$ cat config.mk
export PLATFORM = sky130hd
export DESIGN_NAME = decode_queue
export DESIGN_NICKNAME = d
export VERILOG_FILES = /design/src/rtl/decode_queue.sv
export SDC_FILE = /design/constraint.sdc
export NUM_CORES = 1
export LEC_CHECK = 0
export ABC_AREA = 0
export BUFFER_PORTS_ARGS = -buffer_cell sky130_fd_sc_hd__buf_2
export CORE_MARGIN = 4
export CORE_UTILIZATION = 50
export DETAILED_ROUTE_END_ITERATION = 7
export PLACE_DENSITY = 0.78
export SLEW_MARGIN = 20
export SYNTH_ARGS = -nofsm -noshare
export SYNTH_HDL_FRONTEND = slang
export SYNTH_SLANG_ARGS = --single-unit
$ cat constraint.sdc
create_clock -name i_clk -period 11.1 [get_ports i_clk]
set_clock_uncertainty 0.2 [all_clocks]
set_input_delay 1.11 -clock i_clk [delete_from_list [all_inputs] [get_ports i_clk]]
set_output_delay 1.11 -clock i_clk [all_outputs]
set_load 0.01 [all_outputs]
$ cat src/rtl/decode_queue.sv
// decode_queue: RV32I decoder feeding a DEPTH-entry FIFO of decoded micro-ops.
// Optional M-extension decode enabled by defining DECODE_QUEUE_MEXT_EN.
`default_nettype none

package decode_queue_pkg;
  typedef enum logic [5:0] {
    OP_NO_OP  = 6'd0,
    OP_LUI, OP_AUIPC, OP_JAL, OP_JALR,
    OP_BEQ, OP_BNE, OP_BLT, OP_BGE, OP_BLTU, OP_BGEU,
    OP_LB, OP_LH, OP_LW, OP_LBU, OP_LHU,
    OP_SB, OP_SH, OP_SW,
    OP_ADDI, OP_SLTI, OP_SLTIU, OP_XORI, OP_ORI, OP_ANDI, OP_SLLI, OP_SRLI, OP_SRAI,
    OP_ADD, OP_SUB, OP_SLL, OP_SLT, OP_SLTU, OP_XOR, OP_SRL, OP_SRA, OP_OR, OP_AND,
    OP_ECALL, OP_EBREAK,
    OP_MUL, OP_MULH, OP_MULHSU, OP_MULHU, OP_DIV, OP_DIVU, OP_REM, OP_REMU
  } opcode_e;
endpackage

module decode_queue #(
  parameter int AW    = 32,
  parameter int DW    = 32,
  parameter int DEPTH = 4
) (
  input  logic                         i_clk,
  input  logic                         i_rst,
  input  logic                         i_clk_en,
  input  logic                         i_flush,
  input  logic                         i_inst_valid,
  output logic                         o_inst_ready,
  input  logic [31:0]                  i_inst,
  input  logic [AW-1:0]                i_pc,
  output logic                         o_valid,
  input  logic                         i_ready,
  output decode_queue_pkg::opcode_e    o_opcode,
  output logic [4:0]                   o_rs1,
  output logic [4:0]                   o_rs2,
  output logic [4:0]                   o_rd,
  output logic [DW-1:0]                o_imm,
  output logic [AW-1:0]                o_pc,
  output logic                         o_illegal,
  output logic [$clog2(DEPTH+1)-1:0]   o_count
);
  import decode_queue_pkg::*;

  localparam int PW = $clog2(DEPTH);
  localparam int CW = $clog2(DEPTH+1);
  localparam logic [PW-1:0] C_PTR_ONE = PW'(1);
  localparam logic [CW-1:0] C_CNT_ONE = CW'(1);
  localparam logic [CW-1:0] C_FULL    = CW'(DEPTH);

  typedef struct packed {
    opcode_e       op;
    logic [4:0]    rs1;
    logic [4:0]    rs2;
    logic [4:0]    rd;
    logic [DW-1:0] imm;
    logic [AW-1:0] pc;
    logic          illegal;
  } entry_t;

  logic [6:0]  w_major;
  logic [2:0]  w_f3;
  logic [6:0]  w_f7;
  logic [31:0] w_imm_i, w_imm_s, w_imm_b, w_imm_j, w_imm_u;
  opcode_e     w_op;
  logic [31:0] w_imm;
  logic        w_bad;
  entry_t      w_entry;

  assign w_major = i_inst[6:0];
  assign w_f3    = i_inst[14:12];
  assign w_f7    = i_inst[31:25];
  assign w_imm_i = {{20{i_inst[31]}}, i_inst[31:20]};
  assign w_imm_s = {{20{i_inst[31]}}, i_inst[31:25], i_inst[11:7]};
  assign w_imm_b = {{19{i_inst[31]}}, i_inst[31], i_inst[7], i_inst[30:25], i_inst[11:8], 1'b0};
  assign w_imm_j = {{11{i_inst[31]}}, i_inst[31], i_inst[19:12], i_inst[20], i_inst[30:21], 1'b0};
  assign w_imm_u = {i_inst[31:12], 12'b0};

  always_comb begin
    w_op  = OP_NO_OP;
    w_imm = 32'b0;
    w_bad = 1'b0;
    case (w_major)
      7'b0110111: begin w_op = OP_LUI;   w_imm = w_imm_u; end
      7'b0010111: begin w_op = OP_AUIPC; w_imm = w_imm_u; end
      7'b1101111: begin w_op = OP_JAL;   w_imm = w_imm_j; end
      7'b1100111: begin
        w_op  = OP_JALR;
        w_imm = w_imm_i;
        w_bad = (w_f3 != 3'd0);
      end
      7'b1100011: begin
        w_imm = w_imm_b;
        case (w_f3)
          3'd0: w_op = OP_BEQ;
          3'd1: w_op = OP_BNE;
          3'd4: w_op = OP_BLT;
          3'd5: w_op = OP_BGE;
          3'd6: w_op = OP_BLTU;
          3'd7: w_op = OP_BGEU;
          default: w_bad = 1'b1;
        endcase
      end
      7'b0000011: begin
        w_imm = w_imm_i;
        case (w_f3)
          3'd0: w_op = OP_LB;
          3'd1: w_op = OP_LH;
          3'd2: w_op = OP_LW;
          3'd4: w_op = OP_LBU;
          3'd5: w_op = OP_LHU;
          default: w_bad = 1'b1;
        endcase
      end
      7'b0100011: begin
        w_imm = w_imm_s;
        case (w_f3)
          3'd0: w_op = OP_SB;
          3'd1: w_op = OP_SH;
          3'd2: w_op = OP_SW;
          default: w_bad = 1'b1;
        endcase
      end
      7'b0010011: begin
        w_imm = w_imm_i;
        case (w_f3)
          3'd0: w_op = OP_ADDI;
          3'd2: w_op = OP_SLTI;
          3'd3: w_op = OP_SLTIU;
          3'd4: w_op = OP_XORI;
          3'd6: w_op = OP_ORI;
          3'd7: w_op = OP_ANDI;
          3'd1: begin
            w_op  = OP_SLLI;
            w_bad = (w_f7 != 7'h00);
          end
          default: begin
            if (w_f7 == 7'h00)      w_op  = OP_SRLI;
            else if (w_f7 == 7'h20) w_op  = OP_SRAI;
            else                    w_bad = 1'b1;
          end
        endcase
      end
      7'b0110011: begin
        if (w_f7 == 7'h00) begin
          case (w_f3)
            3'd0: w_op = OP_ADD;
            3'd1: w_op = OP_SLL;
            3'd2: w_op = OP_SLT;
            3'd3: w_op = OP_SLTU;
            3'd4: w_op = OP_XOR;
            3'd5: w_op = OP_SRL;
            3'd6: w_op = OP_OR;
            default: w_op = OP_AND;
          endcase
        end else if (w_f7 == 7'h20 && w_f3 == 3'd0) begin
          w_op = OP_SUB;
        end else if (w_f7 == 7'h20 && w_f3 == 3'd5) begin
          w_op = OP_SRA;
`ifdef DECODE_QUEUE_MEXT_EN
        end else if (w_f7 == 7'h01) begin
          case (w_f3)
            3'd0: w_op = OP_MUL;
            3'd1: w_op = OP_MULH;
            3'd2: w_op = OP_MULHSU;
            3'd3: w_op = OP_MULHU;
            3'd4: w_op = OP_DIV;
            3'd5: w_op = OP_DIVU;
            3'd6: w_op = OP_REM;
            default: w_op = OP_REMU;
          endcase
`endif
        end else begin
          w_bad = 1'b1;
        end
      end
      7'b0001111: w_op = OP_NO_OP;
      7'b1110011: begin
        w_imm = w_imm_i;
        // Only ECALL/EBREAK are supported; any CSR form is rejected.
        if (w_f3 != 3'd0 || i_inst[19:15] != 5'd0 || i_inst[11:7] != 5'd0)
          w_bad = 1'b1;
        else if (i_inst[31:20] == 12'h000)
          w_op = OP_ECALL;
        else if (i_inst[31:20] == 12'h001)
          w_op = OP_EBREAK;
        else
          w_bad = 1'b1;
      end
      default: w_bad = 1'b1;
    endcase
  end

  always_comb begin
    w_entry         = '0;
    w_entry.op      = w_bad ? OP_NO_OP : w_op;
    w_entry.rs1     = i_inst[19:15];
    w_entry.rs2     = i_inst[24:20];
    w_entry.rd      = i_inst[11:7];
    w_entry.imm     = w_bad ? '0 : DW'(w_imm);
    w_entry.pc      = i_pc;
    w_entry.illegal = w_bad;
  end

  entry_t          r_mem [DEPTH];
  logic [PW-1:0]   r_wr_ptr;
  logic [PW-1:0]   r_rd_ptr;
  logic [CW-1:0]   r_count;
  logic            w_push;
  logic            w_pop;
  entry_t          w_head;

  assign o_inst_ready = (r_count != C_FULL);
  assign o_valid      = (r_count != '0);
  assign w_push       = i_inst_valid & o_inst_ready & i_clk_en;
  assign w_pop        = o_valid & i_ready & i_clk_en;

  always_ff @(posedge i_clk) begin
    if (i_rst) begin
      r_wr_ptr <= '0;
      r_rd_ptr <= '0;
      r_count  <= '0;
    end else if (i_clk_en) begin
      if (i_flush) begin
        r_wr_ptr <= '0;
        r_rd_ptr <= '0;
        r_count  <= '0;
      end else begin
        if (w_push) r_wr_ptr <= r_wr_ptr + C_PTR_ONE;
        if (w_pop)  r_rd_ptr <= r_rd_ptr + C_PTR_ONE;
        if (w_push && !w_pop)      r_count <= r_count + C_CNT_ONE;
        else if (!w_push && w_pop) r_count <= r_count - C_CNT_ONE;
      end
    end
  end

  // Storage needs no reset: entries are only observed through the count.
  always_ff @(posedge i_clk) begin
    if (!i_rst && w_push && !i_flush) r_mem[r_wr_ptr] <= w_entry;
  end

  assign w_head    = r_mem[r_rd_ptr];
  assign o_opcode  = o_valid ? w_head.op      : OP_NO_OP;
  assign o_rs1     = o_valid ? w_head.rs1     : 5'd0;
  assign o_rs2     = o_valid ? w_head.rs2     : 5'd0;
  assign o_rd      = o_valid ? w_head.rd      : 5'd0;
  assign o_imm     = o_valid ? w_head.imm     : '0;
  assign o_pc      = o_valid ? w_head.pc      : '0;
  assign o_illegal = o_valid ? w_head.illegal : 1'b0;
  assign o_count   = r_count;

endmodule

`default_nettype wire

==> results, run 1 <==
- The run finished with clean final reports.
- The kind of launch point of the worst setup path is a register.
- The root buffer cell chosen for the clock tree is sky130_fd_sc_hd__clkbuf_16.
- The data required time at the worst endpoint is 9.79 ns.
- The number of remaining DRC errors is 0.
- The fraction of final layout cells with drive strength greater than 1 is 31.6%.
- For the final routed database, the setup TNS stands at 0 ns.
- In this run the power density over the cells is 171 nW/um^2.
- The via count of the first global-routing pass is 8317.
- The worst min-delay path class is register to register.
- The minimum clock period after layout is 4.33 ns.
- The post-synthesis sequential area ratio is 71.7%.
- Setup violations remaining at the end of the flow were counted as 0.
- The number of DRC markers after the initial detailed-route iteration is 775.
- The level count of the clock H-tree is 2.
- The netlist area before placement is 14700 um^2.
- Counting every instance in the synthesized netlist gives 837.
- Dividing the detail-routed wire length by the instance count gives 22.7 um.
- At the end of routability-driven placement, the weighted congestion stood at 0.956.
- The count of pins over their slew limit came to 0.
- The initial antenna violation count is 3.
- The ratio of final minimum period to clock period is 39.0%.
- The hold violation count in the final report was 0.
- Data on the critical path arrives at its endpoint at 3.02 ns.
- After synthesis, the share of flip-flops with an asynchronous set or reset is 0%.
- The number of setup buffers added after CTS is 0.
- The total routing usage reported by global routing is 19.8%.
- The clock net in this run drives a total of 353 sinks.
- In this run the horizontal extent of the chip is 179 um.
- The die footprint is 32100 um^2.
- The floorplan has 62 rows.
- The CTS tree is built.
- Across all layers, the routed design uses 8225 vias.
- The first global-routing pass estimated 48300 um of wire.
- The net count after synthesis is 912.
- In this run the tool buffered the top-level ports with 160 buffer cells.
- The kind of capture point of the worst setup path is an output pin.
- Static timing analysis puts the maximum clock frequency at 231 MHz.
- Yosys printed 0 warnings.
- In this run the standard cell core region covers 28800 um^2.
- Of all nets on the critical path, the largest fanout is 51.
- The residual antenna-violating net count after detailed routing is 0.
- The maximum clock path buffer count is 3.
- The post-cts hold buffer count is 0.
- For this design the top-level I/O count stands at 161.
- The initial core utilization is 50.9%.
- The clock transition time at the flip-flop clock pins of the worst setup and hold paths is 0.06 ns.
- Clock latency on the worst-skew pair, taken at its later pin, is 0.51 ns.
- The worst-case vdd ir drop is 0.000159 V.
- The detailed placement HPWL is 19400 um.
- The average instance in the mapped netlist occupies 17.5 um^2.
- In this run, CTS created clock tree buffers numbering 39.
- Entering global routing, the biggest net connects 60 pins.
- In this run the tightest slew margin relative to its limit is 40.0%.
- The height of the chip is 179 um.
- The pin slew with the least headroom to its limit is 0.891 ns.
- The net count of the finished layout is 1070.
- The finished layout holds 1409 standard cells, fillers aside.
- Setup repair after global routing left no endpoint under its margin.
- The leading register cell type out of synthesis is sky130_fd_sc_hd__edfxtp_1.
- From synthesis to final layout, the design area changed by 16.7%.
- The number of enable-type register cells in the synthesized netlist is 344.
- The number of library cell types mapped by synthesis is 54.
- The critical path is of the register to output pin type.
- The number of cells after detailed placement is 1338.
- Summed over all cells, the static leakage comes to 5.85 nW.
- Summed over all layers, the global routing overflow is 0.
- The first detailed-routing pass took 5 iterations.
- The total wire length after detailed routing is 32000 um.
- The ratio of routed vias to standard cells is 5.84.
- After synthesis the netlist holds a flip-flop and latch count of 353.
- The post-CTS resize count is 0.
- Across the run, the number of max-cap violations was 0.
-- final timing paths --
kind | startpoint | end | slack (ns) | depth (start not counted)
max | register | o_pc[19] | 6.77 | 4
min | o_count[2] | o_count[2] | 0.34 | 2
max reg2reg | o_count[0] | o_count[2] | 7.70 | 8
min reg2reg | o_count[2] | o_count[2] | 0.34 | 2
-- routing by layer --
| layer | GRT usage [%] | vias to the layer above | part of all wire, % |
|---|---|---|---|
| met5 | 0 | - | 0.11 |
| met4 | 5.27 | 4 | 2.2 |
| met3 | 4.07 | 61 | 7.4 |
| met2 | 33.8 | 335 | 50 |
| met1 | 26.3 | 4205 | 40 |
| li1 | - | 3620 | - |
-- flip-flops by register name (all words and copies together) (netlist names), named ones only --
name,flops
r_mem,344
o_count,3
r_rd_ptr,2
r_wr_ptr,2
-- cell families after synthesis --
kind of cell,after synthesis,synth area share (%)
AO/OA/AOI/OAI,91,3.78
XOR/XNOR,3,0.179
adder cells (fa/ha/maj),5,0.478
buffers and inverters,60,1.66
flip-flops,353,71.7
multiplexers,88,13.3
AND/OR/NAND/NOR,237,8.85
-- cell usage in the layout, fill, tap and decap left out, drive strengths merged, types with 3 or more instances in the layout --
cell type,count
buf,167
nor2,41
o22ai,3
o21ai,18
or3,3
dfxtp,9
a31oi,12
nand2,44
nor3,6
inv,12
a22oi,7
bufinv,5
nand3,9
a21oi,32
clkinv,13
ha,4
and2,95
nor4,7
nand2b,5
edfxtp,344
mux4,86
o211ai,3
nand4,5
a211oi,3
clkbuf,47
or3b,4
clkinvlp,3
and3,3
nor2b,8
-- area by class of cell --
class                      count  area, um^2
multi-input combinational    424        3930
sequential                   353       10500
tap                          384         480
antenna                        1        2.50
clock buffer                  47        1030
timing repair buffer         167         857
clock inverter                23         259
fill                        2116       11700
inverter                      10        37.5
-- synthesized netlist by cell type, types with 2 or more instances --
cell type,number,share of area [%]
sky130_fd_sc_hd__nand2b_1,5,0.21
sky130_fd_sc_hd__nor3b_1,2,0.10
sky130_fd_sc_hd__mux2i_1,2,0.14
sky130_fd_sc_hd__o22ai_1,3,0.13
sky130_fd_sc_hd__a21oi_1,32,1.1
sky130_fd_sc_hd__a31oi_1,12,0.51
sky130_fd_sc_hd__xor2_1,2,0.12
sky130_fd_sc_hd__nor2_1,41,1.0
sky130_fd_sc_hd__buf_2,15,0.51
sky130_fd_sc_hd__edfxtp_1,344,70
sky130_fd_sc_hd__nand3_1,9,0.31
sky130_fd_sc_hd__inv_1,10,0.26
sky130_fd_sc_hd__buf_1,2,0.051
sky130_fd_sc_hd__nor4_1,7,0.30
sky130_fd_sc_hd__mux4_2,86,13
sky130_fd_sc_hd__clkbuf_1,33,0.85
sky130_fd_sc_hd__nor2b_1,8,0.34
sky130_fd_sc_hd__nand4_1,4,0.17
sky130_fd_sc_hd__dfxtp_1,9,1.2
sky130_fd_sc_hd__nor3_1,6,0.20
sky130_fd_sc_hd__o21ai_0,18,0.61
sky130_fd_sc_hd__nand2_1,44,1.1
sky130_fd_sc_hd__o211ai_1,3,0.15
sky130_fd_sc_hd__or3_1,3,0.13
sky130_fd_sc_hd__ha_1,4,0.34
sky130_fd_sc_hd__a211oi_1,3,0.15
sky130_fd_sc_hd__a22oi_1,7,0.36
sky130_fd_sc_hd__and3_1,2,0.085
sky130_fd_sc_hd__or3b_1,3,0.18
sky130_fd_sc_hd__and2_1,94,4.0
-- through the flow --
stage,setup WS [ns],power (mW),hold WS [ns],util (%),instance area [um^2]
after floorplan,6.72,1.59,0.318,-,14700
after global placement,6.84,1.66,0.318,54.9,15800
after detailed placement,6.72,1.67,0.330,54.9,15800
after CTS,6.35,2.94,0.341,59.4,17100
after global routing,6.48,3.01,0.381,59.5,17100
final,6.77,2.92,0.336,59.5,17100
-- where the power goes --
part | switching, mW | leakage, nW | internal, mW | total [mW]
Sequential | 0.00545 | 3.21 | 1.46 | 1.47
Clock | 0.504 | 0.621 | 0.779 | 1.28
Combinational | 0.104 | 2.02 | 0.0649 | 0.169
-- worst max-delay path, stage by stage, from the launching register on --
cell,delay [ns]
sky130_fd_sc_hd__dfxtp_4,0.86
sky130_fd_sc_hd__buf_6,0.66
sky130_fd_sc_hd__mux4_2,0.62
sky130_fd_sc_hd__and2_1,0.18
sky130_fd_sc_hd__buf_2,0.14
Note: power is estimated with default switching activity, not from simulation.
==> run 2, diff against run 1 <==
PLACE_DENSITY = 0.8   (was 0.78)
clock period = 3.95 ns   (was 11.1 ns; I/O delays follow)
==> run 2 against run 1 <==
Compared with the run above: critical path type is now input port to register; combinational power rose to 3.1 times the previous value; clock power rose to 2.6 times the previous value; non-clock buffer count rose by 56; sequential power rose to 2.8 times the previous value; routed wire length rose by 2.3%; largest cell class unchanged; die area did not move; hold slack got worse by 0.31 ns.
==> results, run 2 (synthesis gave the netlist of run 1 again) <==
- The width of the chip was 179 um (unchanged).
- The combinational fraction of design power is 6.5% (+0.7 points).
- The initial core utilization is 50.9% (unchanged).
- The number of remaining DRC errors is 0 (unchanged).
- The sink count of the clock tree was 353 (unchanged).
- The kind of capture point of the worst setup path is a register.
- The leakage power is 6.07 nW (+3.7%).
- Tracing the worst setup path back leads to its startpoint at i_inst[19].
- Setup repair after global routing left no endpoint under its margin.
- In this run the most critical hold path is launched from i_inst[24].
- In this run the critical register-to-register path is launched from o_count[0].
- Based on the critical path, the design can be clocked at up to 316 MHz.
- The number of violations of the max-capacitance limit was 0 (unchanged).
- The total negative setup slack was 0 ns (unchanged).
- Walking the worst path, the cells encountered are dlygate4sd3_1, buf_2, or4_1, nor3_1, nand4_1, nand2_1, nand4_4, nor4_1.
- The clock transition time at the flip-flop clock pins of the worst setup and hold paths is 0.06 ns (about the same).
- The register bank with the most flops is r_mem.
- The cell depth of the worst min-delay path is 1 (-1).
- The final core utilization is 61.2% (+1.7 points).
- The total CTS buffers is 38 (-2.6%).
- The die footprint came to 32100 um^2 (unchanged).
- The minimum clock period after layout is 3.16 ns.
- The standard cell core area was 28800 um^2 (unchanged).
- The data required time at the worst endpoint came to 3.97 ns (-5.82 ns).
- The post-route total power came to 8.01 mW (+170%).
- The pin slew with the least headroom to its limit came to 0.760 ns (-0.131 ns).
- The ratio of routed vias to standard cells was 5.71 (-2.1%).
- The total power density per cell area was 455 nW/um^2 (+170%).
- The final setup violation count is 0 (unchanged).
- The global-route congestion overflow total is 0 (unchanged).
- Among all stages on the critical path, the largest delay is contributed by sky130_fd_sc_hd__nor4_1.
- The count of pins over their slew limit came to 0 (unchanged).
- The number of nets at the end of the flow was 1125 (+5.1%).
- The number of placed I/O pins is 161 (unchanged).
- The proportion of total power due to net switching was 21.0% (-0.042 points).
- The total wire length after detailed routing is 32800 um (+2.3%).
- The maximum fanout along the worst path is 21 (-59%).
- The worst min-delay path class is input port to register.
- The kind of launch point of the worst setup path is an input port.
- The smallest hold slack came to 0.0299 ns (-0.306 ns).
- The count of input and output buffers is 160 (unchanged).
- The hold violation count in the final report was 0 (unchanged).
- The maximum clock path buffer count is 3 (unchanged).
- The level count of the clock H-tree came to 2 (unchanged).
- The share of power burned in the clock network is 42.0% (-1.9 points).
- The library cell used most frequently in the layout, excluding fill and tap cells, is sky130_fd_sc_hd__edfxtp_1.
- The largest net degree at the start of global routing is 62 (+3.3%).
- The height of the chip is 179 um (unchanged).
- The ratio of final minimum period to clock period is 80.1%.
- The total iterations of the first detailed-routing run was 5 (unchanged).
- The first-pass GRT wire length is 49300 um (+2.2%).
- The run finished with clean final reports.
- The via count of the first global-routing pass was 8563 (+3.0%).
- The number of DRC markers after the initial detailed-route iteration is 652 (-16%).
- The critical path is of the input port to register type.
- The worst relative slew slack came to 49.4% (+9.3 points).
- The number of placement rows is 62 (unchanged).
- The share of power burned in registers is 51.5% (+1.2 points).
- The biggest cell delay along the critical path came to 0.69 ns (-0.17 ns).
- The cell class contributing the biggest share of worst-path delay is simple AND/OR/NAND/NOR gates.
- The number of filler instances in the final layout is 2136 (+0.95%).
- The critical path buffer and inverter count is 2 (unchanged).
- The residual antenna-violating net count after detailed routing came to 0 (unchanged).
- The internal power is 6.33 mW (+170%).
- The total routing usage reported by global routing is 20.3% (+0.47 points).
- The global placement routability congestion is 0.927 (-3.1%).
- CTS placed an instance of sky130_fd_sc_hd__clkbuf_16 at the clock tree root.
- The initial antenna violation count was 0 (-3).
- The detailed placement HPWL is 20400 um (+5.4%).
- The cell count along the critical path is 8 (+4).
- The post-detailed-route wirelength per cell is 22.4 um (-1.3%).
- The fraction of final layout cells with drive strength greater than 1 was 31.0% (-0.60 points).
- The post-CTS setup-driven buffer insertion count was 0 (unchanged).
- The worst-case vdd ir drop came to 0.000357 V (+130%).
- The switching power summed over all nets is 1.68 mW (+170%).
- The detailed-route via count is 8340 (+1.4%).
- The synthesis-to-finish area growth is 20.1%.
- The number of flip-flops under the largest register name is 344 (unchanged).
- The number of antenna cells inserted is 0 (-1).
- The clock insertion delay at the later pin of the skew report was 0.50 ns (about the same).
- The library cells used most frequently in the layout, excluding fill and tap cells, are sky130_fd_sc_hd__edfxtp_1 (344), sky130_fd_sc_hd__buf_2 (160), sky130_fd_sc_hd__and2_1 (90).
- The number of cells traversed by the worst register-to-register path was 5 (-3).
- The arrival time of data at the critical path endpoint came to 3.18 ns (+0.16 ns).
- TritonCTS built the clock tree.
## run 2: cell types whose count changed in the layout (fill, tap and decap cells not counted), moves of 2 or more
cell and delta:
sky130_fd_sc_hd__buf_4 +7, sky130_fd_sc_hd__buf_12 +6, sky130_fd_sc_hd__clkinv_4 +2, sky130_fd_sc_hd__dlygate4sd3_1 +44
sky130_fd_sc_hd__clkinv_1 -2, sky130_fd_sc_hd__bufinv_16 -2
## run 2: final timing paths
check | endpoint | slack (ns)
setup reg to reg | r_mem[3][19] | 1.27
hold / removal | r_mem[0][74] | 0.03
hold reg to reg | o_count[2] | 0.35
setup / recovery | r_mem[0][43] | 0.79
## run 2: what timing repair did
action,in CTS,in global routing
endpoints found under the hold margin,181,0
hold buffers,44,0
resized for setup,0,0
## run 2: per-stage QoR
step | cells | setup WS, ns | area [um^2]
final | 1460 | 0.786 | 17600
after global routing | 1460 | 0.648 | 17600
after CTS | 1460 | 0.768 | 17600
after detailed placement | 1350 | 0.634 | 16000
after global placement | 1350 | 0.695 | 16000
after floorplan | 837 | 0.248 | 14700
## run 2: cell type report
cell class	count	area, um^2	area share [%]
well taps	384	480	2.73
flip-flops and latches	353	10500	59.7
repair buffers	223	1460	8.29
inverters	10	37.5	0.213
multi-input cells	424	3920	22.3
clock inverters	20	189	1.07
clock buffers	46	1000	5.69
## run 2: power by group through the flow
stage / Sequential, mW / Clock [mW] / Combinational, mW
floorplan: 4.20 / 0 / 0.271
CTS: 4.12 / 3.44 / 0.526
detailed placement: 4.20 / 0 / 0.489
finish: 4.12 / 3.37 / 0.520
global route: 4.12 / 3.61 / 0.567
global placement: 4.20 / 0 / 0.484
## run 2: metal layers
metal | share of wire (%) | GRT usage [%]
met1 | 40 | 27.1
met2 | 51 | 34.8
met3 | 6.1 | 3.71
met4 | 2.4 | 5.43
met5 | 0 | 0
==> run 3, diff against run 2 <==
PLACE_DENSITY = 0.78   (was 0.8)
clock period = 3 ns   (was 3.95 ns; I/O delays follow)
==> run 3 against run 2 <==
Compared with the run above: routed wire length down 0.90%; sequential power up 32%; via count up 0.91%; hold slack better by 0.0031 ns; sequential share of layout area down 0.93 points; final area up 1.6%; critical path type unchanged; largest power group unchanged.
==> results, run 3 (synthesis gave the netlist of run 1 again) <==
- The data required time at the worst endpoint is 3.09 ns (-0.88 ns).
- The number of nets at the end of the flow was 1150 (+2.2%).
- The final setup violation count is 0 (unchanged).
- The internal power is 8.17 mW (+29%).
- The smallest hold slack came to 0.0330 ns (+0.00309 ns).
- The die footprint came to 32100 um^2 (unchanged).
- The pre-CTS setup slack is 0.121 ns (-0.513 ns).
- The top cell types in the final layout, fill and taps aside, are sky130_fd_sc_hd__edfxtp_1 (344), sky130_fd_sc_hd__buf_2 (160), sky130_fd_sc_hd__and2_1 (90).
- The kind of critical path is input port to register.
- The arrival time of data at the critical path endpoint came to 3.00 ns (-0.18 ns).
- The proportion of total power due to net switching came to 21.1% (+0.15 points).
- The total power density per cell area came to 579 nW/um^2 (+27%).
- The kind of capture point of the worst setup path is a register.
- The number of placed I/O pins is 161 (unchanged).
- The worst-case vdd ir drop came to 0.000545 V (+53%).
- Timing would allow up to 344 MHz.
- The number of placement rows is 62 (unchanged).
- The maximum fanout along the worst path was 25 (+19%).
- The number of violations of the max-capacitance limit is 0 (unchanged).
- The combinational fraction of design power came to 7.0% (+0.5 points).
- The detailed placement HPWL is 20600 um (+0.76%).
- The total wire length after detailed routing is 32500 um (-0.90%).
- The worst min-delay path class is input port to register.
- The global-route congestion overflow total is 0 (unchanged).
- The worst relative slew slack is 66.6% (+17 points).
- The pin slew with the least headroom to its limit came to 0.498 ns (-0.262 ns).
- The CTS root buffer is sky130_fd_sc_hd__clkbuf_16.
- The initial core utilization was 50.9% (unchanged).
- The sink count of the clock tree is 353 (unchanged).
- The clock transition time at the flip-flop clock pins of the worst setup and hold paths is 0.06 ns (about the same).
- The total routing usage reported by global routing is 20.3% (+0.040 points).
- The global placement routability congestion came to 0.920 (-0.74%).
- The register cell area after layout is 10500 um^2 (unchanged).
- The height of the chip was 179 um (unchanged).
- The total iterations of the first detailed-routing run came to 6 (+1).
- The number of remaining DRC errors was 0 (unchanged).
- The total negative setup slack is 0 ns (unchanged).
- The total area of multi-input combinational cells is 3930 um^2 (+0.13%).
- The total CTS buffers is 37 (-2.6%).
- The fraction of final layout cells with drive strength greater than 1 is 31.7% (+0.63 points).
- The routed metal-1 wire length is 13200 um (-0.60%).
- The initial antenna violation count is 0 (unchanged).
- TritonCTS built the clock tree.
- The largest net degree at the start of global routing came to 74 (+19%).
- Setup repair after global routing left no endpoint under its margin.
- The number of antenna cells inserted is 0 (unchanged).
- The clock insertion delay at the later pin of the skew report is 0.50 ns (about the same).
- The highest routing layer actually used is met4.
- The via count of the first global-routing pass came to 8732 (+2.0%).
- The kind of launch point of the worst setup path is an input port.
- The ratio of routed vias to standard cells came to 5.66 (-0.85%).
- The level count of the clock H-tree came to 2 (unchanged).
- The count of input and output buffers is 160 (unchanged).
- The met3 layer wire length in the routed design was 2270 um (+13%).
- The flow ran to the end, and the final reports show no timing, DRC or antenna violations.
- The first-pass GRT wire length is 49800 um (+0.87%).
- The standard cell core area was 28800 um^2 (unchanged).
- The detailed-route via count is 8416 (+0.91%).
- The number of filler instances in the final layout is 2052 (-3.9%).
- The count of pins over their slew limit is 0 (unchanged).
- The post-CTS setup-driven buffer insertion count is 0 (unchanged).
- The leakage power came to 6.19 nW (+2.1%).
- The setup slack of the critical path after layout was 0.0903 ns (-0.695 ns).
- The routed design could run at a clock period as short as 2.91 ns.
- The share of power burned in registers was 52.4% (+0.9 points).
- The library cell used most frequently in the layout, excluding fill and tap cells, is sky130_fd_sc_hd__edfxtp_1.
- The switching power summed over all nets is 2.19 mW (+30%).
- The post-detailed-route wirelength per cell came to 21.9 um (-2.6%).
- The residual antenna-violating net count after detailed routing is 0 (unchanged).
- The number of DRC markers after the initial detailed-route iteration was 841 (+29%).
- The share of power burned in the clock network is 40.6% (-1.4 points).
- The width of the chip came to 179 um (unchanged).
- The maximum clock path buffer count is 3 (unchanged).
- The hold violation count in the final report is 0 (unchanged).
- The ratio of final minimum period to clock period is 97.0%.
- The post-route total power was 10.4 mW (+29%).
- The wire length on met2 came to 16300 um (-2.8%).
- More flip-flops sit in one register than any other, and that register is r_mem.
- The synthesis-to-finish area growth is 22.0%.
- The number of flip-flops under the largest register name was 344 (unchanged).
[run 3: cell type report]
class | instances | share of cell area [%]
Clock buffer | 49 | 5.60
Clock inverter | 17 | 0.693
Inverter | 10 | 0.210
Multi-Input combinational cell | 424 | 22.0
Sequential cell | 353 | 58.8
Tap cell | 384 | 2.69
Timing Repair Buffer | 249 | 10.1
[run 3: final timing paths]
| check | from | endpoint | slack [ns] | cells past startpoint |
|---|---|---|---|---|
| worst max-delay path | i_inst[26] | r_mem[2][61] | 0.09 | 10 |
| worst min-delay path | i_inst[25] | r_mem[1][38] | 0.03 | 3 |
| worst max register to register | o_count[0] | o_count[2] | 0.48 | 7 |
| worst min register to register | r_rd_ptr[0] | register | 0.36 | 2 |
[run 3: what timing repair did]
action | CTS | global route
hold buffers | 52 | 0
setup endpoints to repair | 0 | 4
hold endpoints to repair | 205 | 0
resized for setup | 0 | 1
[run 3: power by group through the flow]
stage	Clock, mW	Sequential [mW]	Combinational [mW]
after floorplan	0	5.53	0.358
after global placement	0	5.53	0.664
after detailed placement	0	5.53	0.671
after CTS	4.30	5.43	0.730
after global routing	4.51	5.43	0.787
final	4.20	5.43	0.722
[run 3: layer usage]
| metal | GRT usage (%) | vias up |
|---|---|---|
| met5 | 0 | - |
| met4 | 5.84 | 0 |
| met3 | 3.94 | 65 |
| met2 | 33.9 | 321 |
| met1 | 27.7 | 4240 |
| li1 | - | 3790 |
[run 3: critical path: stages]
cell and delay [ns]:
sky130_fd_sc_hd__dlygate4sd3_1 0.54, sky130_fd_sc_hd__buf_2 0.14, sky130_fd_sc_hd__nor4_1 0.41, sky130_fd_sc_hd__buf_4 0.21
sky130_fd_sc_hd__and2_1 0.19, sky130_fd_sc_hd__o21ai_0 0.11, sky130_fd_sc_hd__a31oi_1 0.28, sky130_fd_sc_hd__nand4_4 0.19
sky130_fd_sc_hd__buf_4 0.28, sky130_fd_sc_hd__a21oi_1 0.34
[run 3: per-stage QoR]
step | utilization, % | cells | instance area [um^2]
global route | 62.2 | 1486 | 17900
global placement | 56.4 | 1368 | 16200
detailed placement | 56.4 | 1368 | 16200
floorplan | - | 837 | 14700
finish | 62.2 | 1486 | 17900
CTS | 62.1 | 1486 | 17900
